$ cat config.mk
export PLATFORM = sky130hd
export DESIGN_NAME = tdm_demux_8ch
export DESIGN_NICKNAME = d
export VERILOG_FILES = /design/src/rtl/tdm_pkg.sv /design/src/rtl/tdm_slot_ctr.sv /design/src/rtl/tdm_demux_8ch.sv
export SDC_FILE = /design/constraint.sdc
export NUM_CORES = 1
export LEC_CHECK = 0
export ABC_AREA = 1
export BUFFER_PORTS_ARGS = -buffer_cell sky130_fd_sc_hd__buf_2
export CORE_MARGIN = 1.5
export CORE_UTILIZATION = 35
export CTS_BUF_LIST = sky130_fd_sc_hd__clkbuf_8
export CTS_CLUSTER_DIAMETER = 80
export DETAILED_ROUTE_END_ITERATION = 6
export PLACE_DENSITY = 0.52
export SETUP_SLACK_MARGIN = 0.2
export SYNTH_ARGS = -nofsm -noshare
export SYNTH_HDL_FRONTEND = slang
export SYNTH_HIERARCHICAL = 1
export SYNTH_SLANG_ARGS = --single-unit
$ cat constraint.sdc
create_clock -name clk -period 3.9 [get_ports clk]
set_input_delay 0.39 -clock clk [delete_from_list [all_inputs] [get_ports clk]]
set_output_delay 0.39 -clock clk [all_outputs]
set_load 0.02 [all_outputs]
$ cat src/rtl/tdm_pkg.sv
// Shared constants and state encoding for the 8-slot TDM receive path.
package tdm_pkg;

   localparam int NUM_SLOTS  = 8;
   localparam int SLOT_W     = 3;
   localparam int DATA_W_DEF = 1;

   typedef enum logic [0:0] {
      HUNT   = 1'b0,
      LOCKED = 1'b1
   } tdm_state_e;

endpackage

$ cat src/rtl/tdm_slot_ctr.sv
// Slot pointer for the TDM demux, plus the consecutive-missing-sync counter.
module tdm_slot_ctr
   import tdm_pkg::*;
#(
   parameter int MISS_LIMIT = 2
) (
   input  logic              clk,
   input  logic              rst,
   input  logic              inc,
   input  logic              load_one,
   input  logic              clear,
   input  logic              miss_inc,
   input  logic              miss_clr,
   output logic [SLOT_W-1:0] slot,
   output logic              miss_hit
);

   logic [2:0] miss_cnt;

   always_ff @(posedge clk) begin
      if (rst) begin
         slot     <= '0;
         miss_cnt <= '0;
      end else begin
         if (clear)
            slot <= '0;
         else if (load_one)
            slot <= SLOT_W'(1);
         else if (inc)
            slot <= slot + SLOT_W'(1);

         if (miss_clr)
            miss_cnt <= '0;
         else if (miss_inc)
            miss_cnt <= miss_cnt + 3'd1;
      end
   end

   // Looks ahead: true when the miss being counted this cycle reaches the limit.
   assign miss_hit = (miss_cnt + 3'd1) == 3'(MISS_LIMIT);

endmodule

$ cat src/rtl/tdm_demux_8ch.sv
// Receive end of the 8:1 TDM path: steers slot samples into capture registers
// and publishes each complete frame atomically.
//
//   state  | meaning
//   HUNT   | waiting for a frame_sync; unsynchronised samples dropped
//   LOCKED | tracking slots; early/missing sync flagged via sync_err
module tdm_demux_8ch
   import tdm_pkg::*;
#(
   parameter int DATA_W     = DATA_W_DEF,
   parameter int MISS_LIMIT = 2
) (
   input  logic                        clk,
   input  logic                        rst,
   input  logic [DATA_W-1:0]           din,
   input  logic                        din_valid,
   input  logic                        frame_sync,
   output logic [NUM_SLOTS*DATA_W-1:0] frame_out,
   output logic                        frame_valid,
   output logic                        locked,
   output logic                        sync_err,
   output logic [SLOT_W-1:0]           slot
);

   localparam logic [0:0] ST_HUNT   = HUNT;
   localparam logic [0:0] ST_LOCKED = LOCKED;

   logic [0:0]              state, state_nx;
   logic [DATA_W-1:0]       cap [NUM_SLOTS];
   logic [NUM_SLOTS*DATA_W-1:0] frame_nx;
   logic                    wr_en, wr_zero, inc, load_one, clear;
   logic                    miss_inc, miss_clr, miss_hit, err_nx, done;

   tdm_slot_ctr #(.MISS_LIMIT(MISS_LIMIT)) u_slot_ctr (
      .clk      (clk),
      .rst      (rst),
      .inc      (inc),
      .load_one (load_one),
      .clear    (clear),
      .miss_inc (miss_inc),
      .miss_clr (miss_clr),
      .slot     (slot),
      .miss_hit (miss_hit)
   );

   always_comb begin
      state_nx = state;
      wr_en    = 1'b0;
      wr_zero  = 1'b0;
      inc      = 1'b0;
      load_one = 1'b0;
      clear    = 1'b0;
      miss_inc = 1'b0;
      miss_clr = 1'b0;
      err_nx   = 1'b0;
      done     = 1'b0;
      if (din_valid) begin
         case (state)
            ST_HUNT: begin
               if (frame_sync) begin
                  wr_en    = 1'b1;
                  wr_zero  = 1'b1;
                  load_one = 1'b1;
                  miss_clr = 1'b1;
                  state_nx = ST_LOCKED;
               end
            end
            default: begin
               if (frame_sync) begin
                  wr_en    = 1'b1;
                  wr_zero  = 1'b1;
                  load_one = 1'b1;
                  miss_clr = 1'b1;
                  err_nx   = (slot != '0);
               end else if (slot == '0) begin
                  err_nx   = 1'b1;
                  miss_inc = 1'b1;
                  if (miss_hit) begin
                     clear    = 1'b1;
                     state_nx = ST_HUNT;
                  end else begin
                     wr_en    = 1'b1;
                     wr_zero  = 1'b1;
                     load_one = 1'b1;
                  end
               end else begin
                  wr_en = 1'b1;
                  inc   = 1'b1;
                  done  = (slot == SLOT_W'(NUM_SLOTS - 1));
               end
            end
         endcase
      end
   end

   // Slot 7 goes straight from din into the output buffer, so the frame is
   // published on the same edge that accepts its last sample.
   always_comb begin
      frame_nx = '0;
      for (int k = 0; k < NUM_SLOTS - 1; k++)
         frame_nx[k*DATA_W +: DATA_W] = cap[k];
      frame_nx[(NUM_SLOTS-1)*DATA_W +: DATA_W] = din;
   end

   always_ff @(posedge clk) begin
      if (rst) begin
         state       <= ST_HUNT;
         frame_out   <= '0;
         frame_valid <= 1'b0;
         sync_err    <= 1'b0;
         for (int k = 0; k < NUM_SLOTS; k++)
            cap[k] <= '0;
      end else begin
         state       <= state_nx;
         frame_valid <= done;
         sync_err    <= err_nx;
         if (wr_en)
            cap[wr_zero ? '0 : slot] <= din;
         if (done)
            frame_out <= frame_nx;
      end
   end

   assign locked = (state == ST_LOCKED);

endmodule

# Word-level counts from Yosys, hierarchy flattened
# Memory sizes are Yosys's and may differ from the RTL's. A register that Yosys moved wholly into a read port is not among the register bits.
# Cells that the tools add are included.
# totals
mem_bits_rw,8
word_cells,62
output_inout_bits,14
mem_count,1
input_bits,5
register_bits,17
# mem_list
memory,words,word_bits,read_ports,rd_ports_with_merged_regs,wr,line,rtl
cap,8,1,7,7,8,tdm_demux_8ch.sv:29,logic [DATA_W-1:0] cap [NUM_SLOTS];
# classes
muxes,40
bitwise_logic,2
reduce_logical,8
n_addsub,2
eq_ne,2
# op_table
op,n
1-bit two-way mux,38
"3-bit by 1-bit adder with 3-bit output, second input constant",2
3-bit two-way mux,2
3-bit OR reduction,2
2-bit OR reduction,2
"3-bit by 2-bit equality test with 1-bit output, second input constant",1
"3-bit equality test, second input constant",1
3-bit zero test,1
3-bit nonzero test,1
1-bit inverter,2
2-bit nonzero test,1
1-bit OR reduction,1

# Logic depth before layout (Yosys ltp)
# depth
ltp_word,12
ltp_mapped,12

# Cells and area by module
# Netlist, hierarchy kept.
# modules_own_cells
mod,cells_each,area_each_um2,instances,seq_area_each_um2
tdm_demux_8ch,109,864.6,1,430.4
tdm_slot_ctr,45,309.0,1,120.1

# Worst setup path after synthesis
# No wires, ideal clock.
# synth_path
path_type,register to register
start,register u_slot_ctr.slot[0]
end,register u_slot_ctr.slot[0]
path_slack_ns,2.259
stages_incl_launch_ff,13
path_buffers,0
arrival_time_ns,1.533
cell_sequence,dfxtp_1 > inv_1 > nand2_1 > nor2_1 > inv_1 > ha_1 > inv_1 > nor2_1 > inv_1 > nand2_1 > nand3_1 > nand2_1 > inv_1
# synth_via
elab_chain_cells,6
# synth_rtl
element,line,rtl
"start, declared",tdm_slot_ctr.sv:14,"output logic [SLOT_W-1:0] slot,"
"start signal, assigned",tdm_slot_ctr.sv:30,slot <= slot + SLOT_W'(1);
3-bit zero test,tdm_demux_8ch.sv:75,end else if (slot == '0) begin
1-bit two-way mux,tdm_demux_8ch.sv:75,
1-bit two-way mux,tdm_demux_8ch.sv:69,if (frame_sync) begin
1-bit two-way mux,tdm_demux_8ch.sv:58,case (state)
1-bit two-way mux,tdm_demux_8ch.sv:57,if (din_valid) begin
net inc,tdm_demux_8ch.sv:31,"logic wr_en, wr_zero, inc, load_one, clear;"
2-bit nonzero test (no line),--,
# The timed path passes the listed nets, and every way through them passes these cells. The select of a mux whose other input is x is not followed.
# A chain may end at the register's enable or synchronous reset.

# Final worst setup path
# Same ends and word-level chain as after synthesis.

==> impl_metrics.py <==
metrics = {
    "clocking": {
        "clkSinkCount": 24,
        "clk_latency_ns": 0.26,
        "tritoncts": "built",
        "clock_path_buffers": 2,
        "cts_max_level": 1,
        "ctsResizeCount": 0,
        "post_cts_buffers": 0,
        "clkSlewWorstSetupHoldPaths_ns": 0.08,
        "cts-root-buf": "clkbuf_8",
        "hold_buffers": 0,
        "cts_buffers": 3,
    },
    "sta": {
        "hold_violations": 0,
        "finalSetupViolations": 0,
        "rsz0062_at_grt": "no",
        "tightestPinTransition_ns": 0.4769,
        "finClkSkew_ns": 0.003437,
        "slew_violations": 0,
        "fin_setup_tns_ns": 0,
        "period_minus_slack_ns": 1.728,
        "fin_crit_sh": 0.4431,
        "clock.fmax_ghz": 0.5787,
        "slew_headroom": 0.6817,
        "fin_hold_ws_ns": 0.3667,
    },
    "placement": {
        "place_area_sq_um": 1314,
        "hpwl_um": 1636,
        "port_buffers": 18,
        "gp_congestion": 0.7825,
    },
    "global_routing": {
        "grt_antenna_before_repair": 0,
        "grt_start_max_net_pins": 18,
        "grt_pass1_wl_um": 3829,
        "overflow": 0,
        "grt.total_usage": 0.1380,
        "first_global_vias": 904,
    },
    "setup_path": {
        "cpMaxStageDelayCell": "dfxtp_1",
        "crit_chain": "inv_1, nand2_1, nor2_1, inv_1, ha_1, inv_1, nor2_1, inv_1, nand2_1, nand3_1, nand2_1, inv_1",
        "crit_type": "flip-flop to flip-flop",
        "crit_path_end_kind": "flip-flop",
        "cp-start-kind": "flip-flop",
        "cp.arrival_ns": 1.90,
        "worstPathRequired_ns": 4.07,
        "slowest_delay_ns": 0.48,
        "crit_fanout": 8,
        "crit_top_cell": "inv_1",
    },
    "die": {
        "pin_count": 19,
        "die_y_um": 60.91,
        "die_x_um": 60.91,
        "die-area_sq_um": 3709,
        "start_util": 0.3752,
        "coreArea_sq_um": 3128,
        "rows": 20,
    },
    "yosys": {
        "syn_nets": 164,
        "syn_area_sq_um": 1174,
        "ys_ff_latch": 24,
        "synth_cell_types": 22,
        "synthCells": 154,
        "seq_area_frac_synth": 0.4691,
        "avgSynthCellArea_sq_um": 7.621,
        "synth_warnings": 13,
    },
    "finish": {
        "syn2layout_area_growth_pct": 15.78,
        "nets": 186,
        "drive_gt1_frac": 0.1714,
        "fill_cells": 329,
        "final_cell_area_sq_um": 1359,
        "regArea_sq_um": 550.5,
        "multiInputGateArea_sq_um": 524.3,
        "antennaDiodeCount": 0,
    },
    "routing": {
        "dr_total_vias": 990,
        "wl_um": 2204,
        "drt-initial-drc-count": 31,
        "drtAntennaViolNets": 0,
        "routedWlPerCell_um": 10.06,
        "firstDrtPassIters": 4,
        "viasPerCell": 4.521,
        "drc_errors": 0,
    },
    "pwr": {
        "p_leak_uw": 0.0006794,
        "powerDensity_nw_per_um2": 333.1,
        "vdd.ir_drop.worst_mv": 0.1129,
    },
    "job": {
        "maxCapViolations": 0,
    },
    "status": {
        "outcome": "completed",
    },
    "worst_hold_path": {
        "hold_path.class": "input pin to flip-flop",
    },
}
worst max-delay path, delay by kind of cell (launching register included):
kind	cells	cell delay, ns
flip-flops	1	0.48
adder cells (fa/ha/maj)	1	0.14
AND/OR/NAND/NOR	6	0.60
buffers and inverters	5	0.41
state kept, by name (all words and copies together) (netlist names):
register,count
u_slot_ctr/miss_cnt,3
u_slot_ctr/slot,3
frame_out,8
sync_err,1
locked,1
cap,7
frame_valid,1
power by group:
part | internal, uW | leakage [uW] | switching [uW] | total, uW
sequential | 262 | 0.000210 | 4.68 | 267
combinational | 13.2 | 0.000446 | 29.2 | 42.4
clock | 70.2 | 0.0000231 | 73.2 | 143
total | 346 | 0.000679 | 107 | 453
path summary, 6_finish.rpt:
path | startpoint | to | slack (ns) | depth (start not counted)
worst max-delay path | u_slot_ctr/slot[0]$_SDFFE_PP0P_ | u_slot_ctr/slot[0]$_SDFFE_PP0P_ | 2.17 | 12
worst min-delay path | din | frame_out[7]$_SDFFE_PP0P_ | 0.37 | 3
worst max register to register | u_slot_ctr/slot[0]$_SDFFE_PP0P_ | u_slot_ctr/slot[0]$_SDFFE_PP0P_ | 2.17 | 12
worst min register to register | cap[0]$_SDFFCE_PN0P_ | frame_out[0]$_SDFFE_PP0P_ | 0.47 | 2
cell families after synthesis:
| family | share of synthesized area |
|---|---|
| AOI/OAI and AO/OA | 0.05544 |
| xor gates and xnor gates | 0.007464 |
| adders and majority gates | 0.05330 |
| buffers and inverters | 0.08422 |
| DFF | 0.4691 |
| and+or+nand+nor | 0.3305 |
final cells by class:
class | count | area share
Clock buffer | 3 | 0.03039
Clock inverter | 1 | 0.002762
Inverter | 24 | 0.06906
Multi-Input combinational cell | 105 | 0.3858
Sequential cell | 24 | 0.4052
Tap cell | 44 | 0.04052
Timing Repair Buffer | 18 | 0.06630
synthesized netlist by cell type:
library cell / n / area, sq um
nand3b_1: 2 / 15.01
nand3_1: 8 / 40.04
edfxtp_1: 7 / 210.2
nor3_4: 1 / 16.27
nor3_1: 2 / 10.01
nand3_2: 1 / 10.01
nor3_2: 1 / 10.01
xnor2_1: 1 / 8.760
buf_2: 1 / 5.000
clkinv_2: 1 / 5.000
inv_1: 22 / 82.58
nand2_1: 27 / 101.4
nand2_2: 4 / 25.02
nor2_1: 36 / 135.1
a21oi_1: 2 / 10.01
and3_1: 1 / 6.260
o21ai_1: 3 / 15.01
inv_4: 1 / 6.260
ha_1: 5 / 62.56
o21ai_0: 8 / 40.04
dfxtp_1: 17 / 340.3
nand4_1: 3 / 18.77
layer usage:
layer,vias up,part of all wire,track usage
met1,440,0.49,0.1769
met2,17,0.47,0.2289
met3,2,0.026,0.01919
met4,0,0.0086,0.06522
li1,531,-,-
met5,-,0,0
cell usage in the layout (no fill, tap or decap), drive strengths merged:
master,netlist,layout
nor2,36,36
nand3b,2,2
o21ai,11,11
dfxtp,17,17
clkbuf,0,3
inv,23,23
xnor2,1,1
clkinv,1,2
buf,1,18
nand4,3,3
a21oi,2,2
nand3,9,9
ha,5,5
nand2,31,31
edfxtp,7,7
nor3,4,4
and3,1,1
metrics by stage:
stage,utilization,std cells,power [uW],setup slack [ns]
6_report,0.4344,219,452.6,2.172
5_1_grt,0.4344,219,480.3,1.979
4_1_cts,0.4344,219,462.1,2.198
3_5_place_dp,0.4200,215,315.1,2.150
3_3_place_gp,0.4200,215,314.4,2.183
2_1_floorplan,-,154,302.1,2.259
No activity file was read; power rests on OpenSTA's default activity.
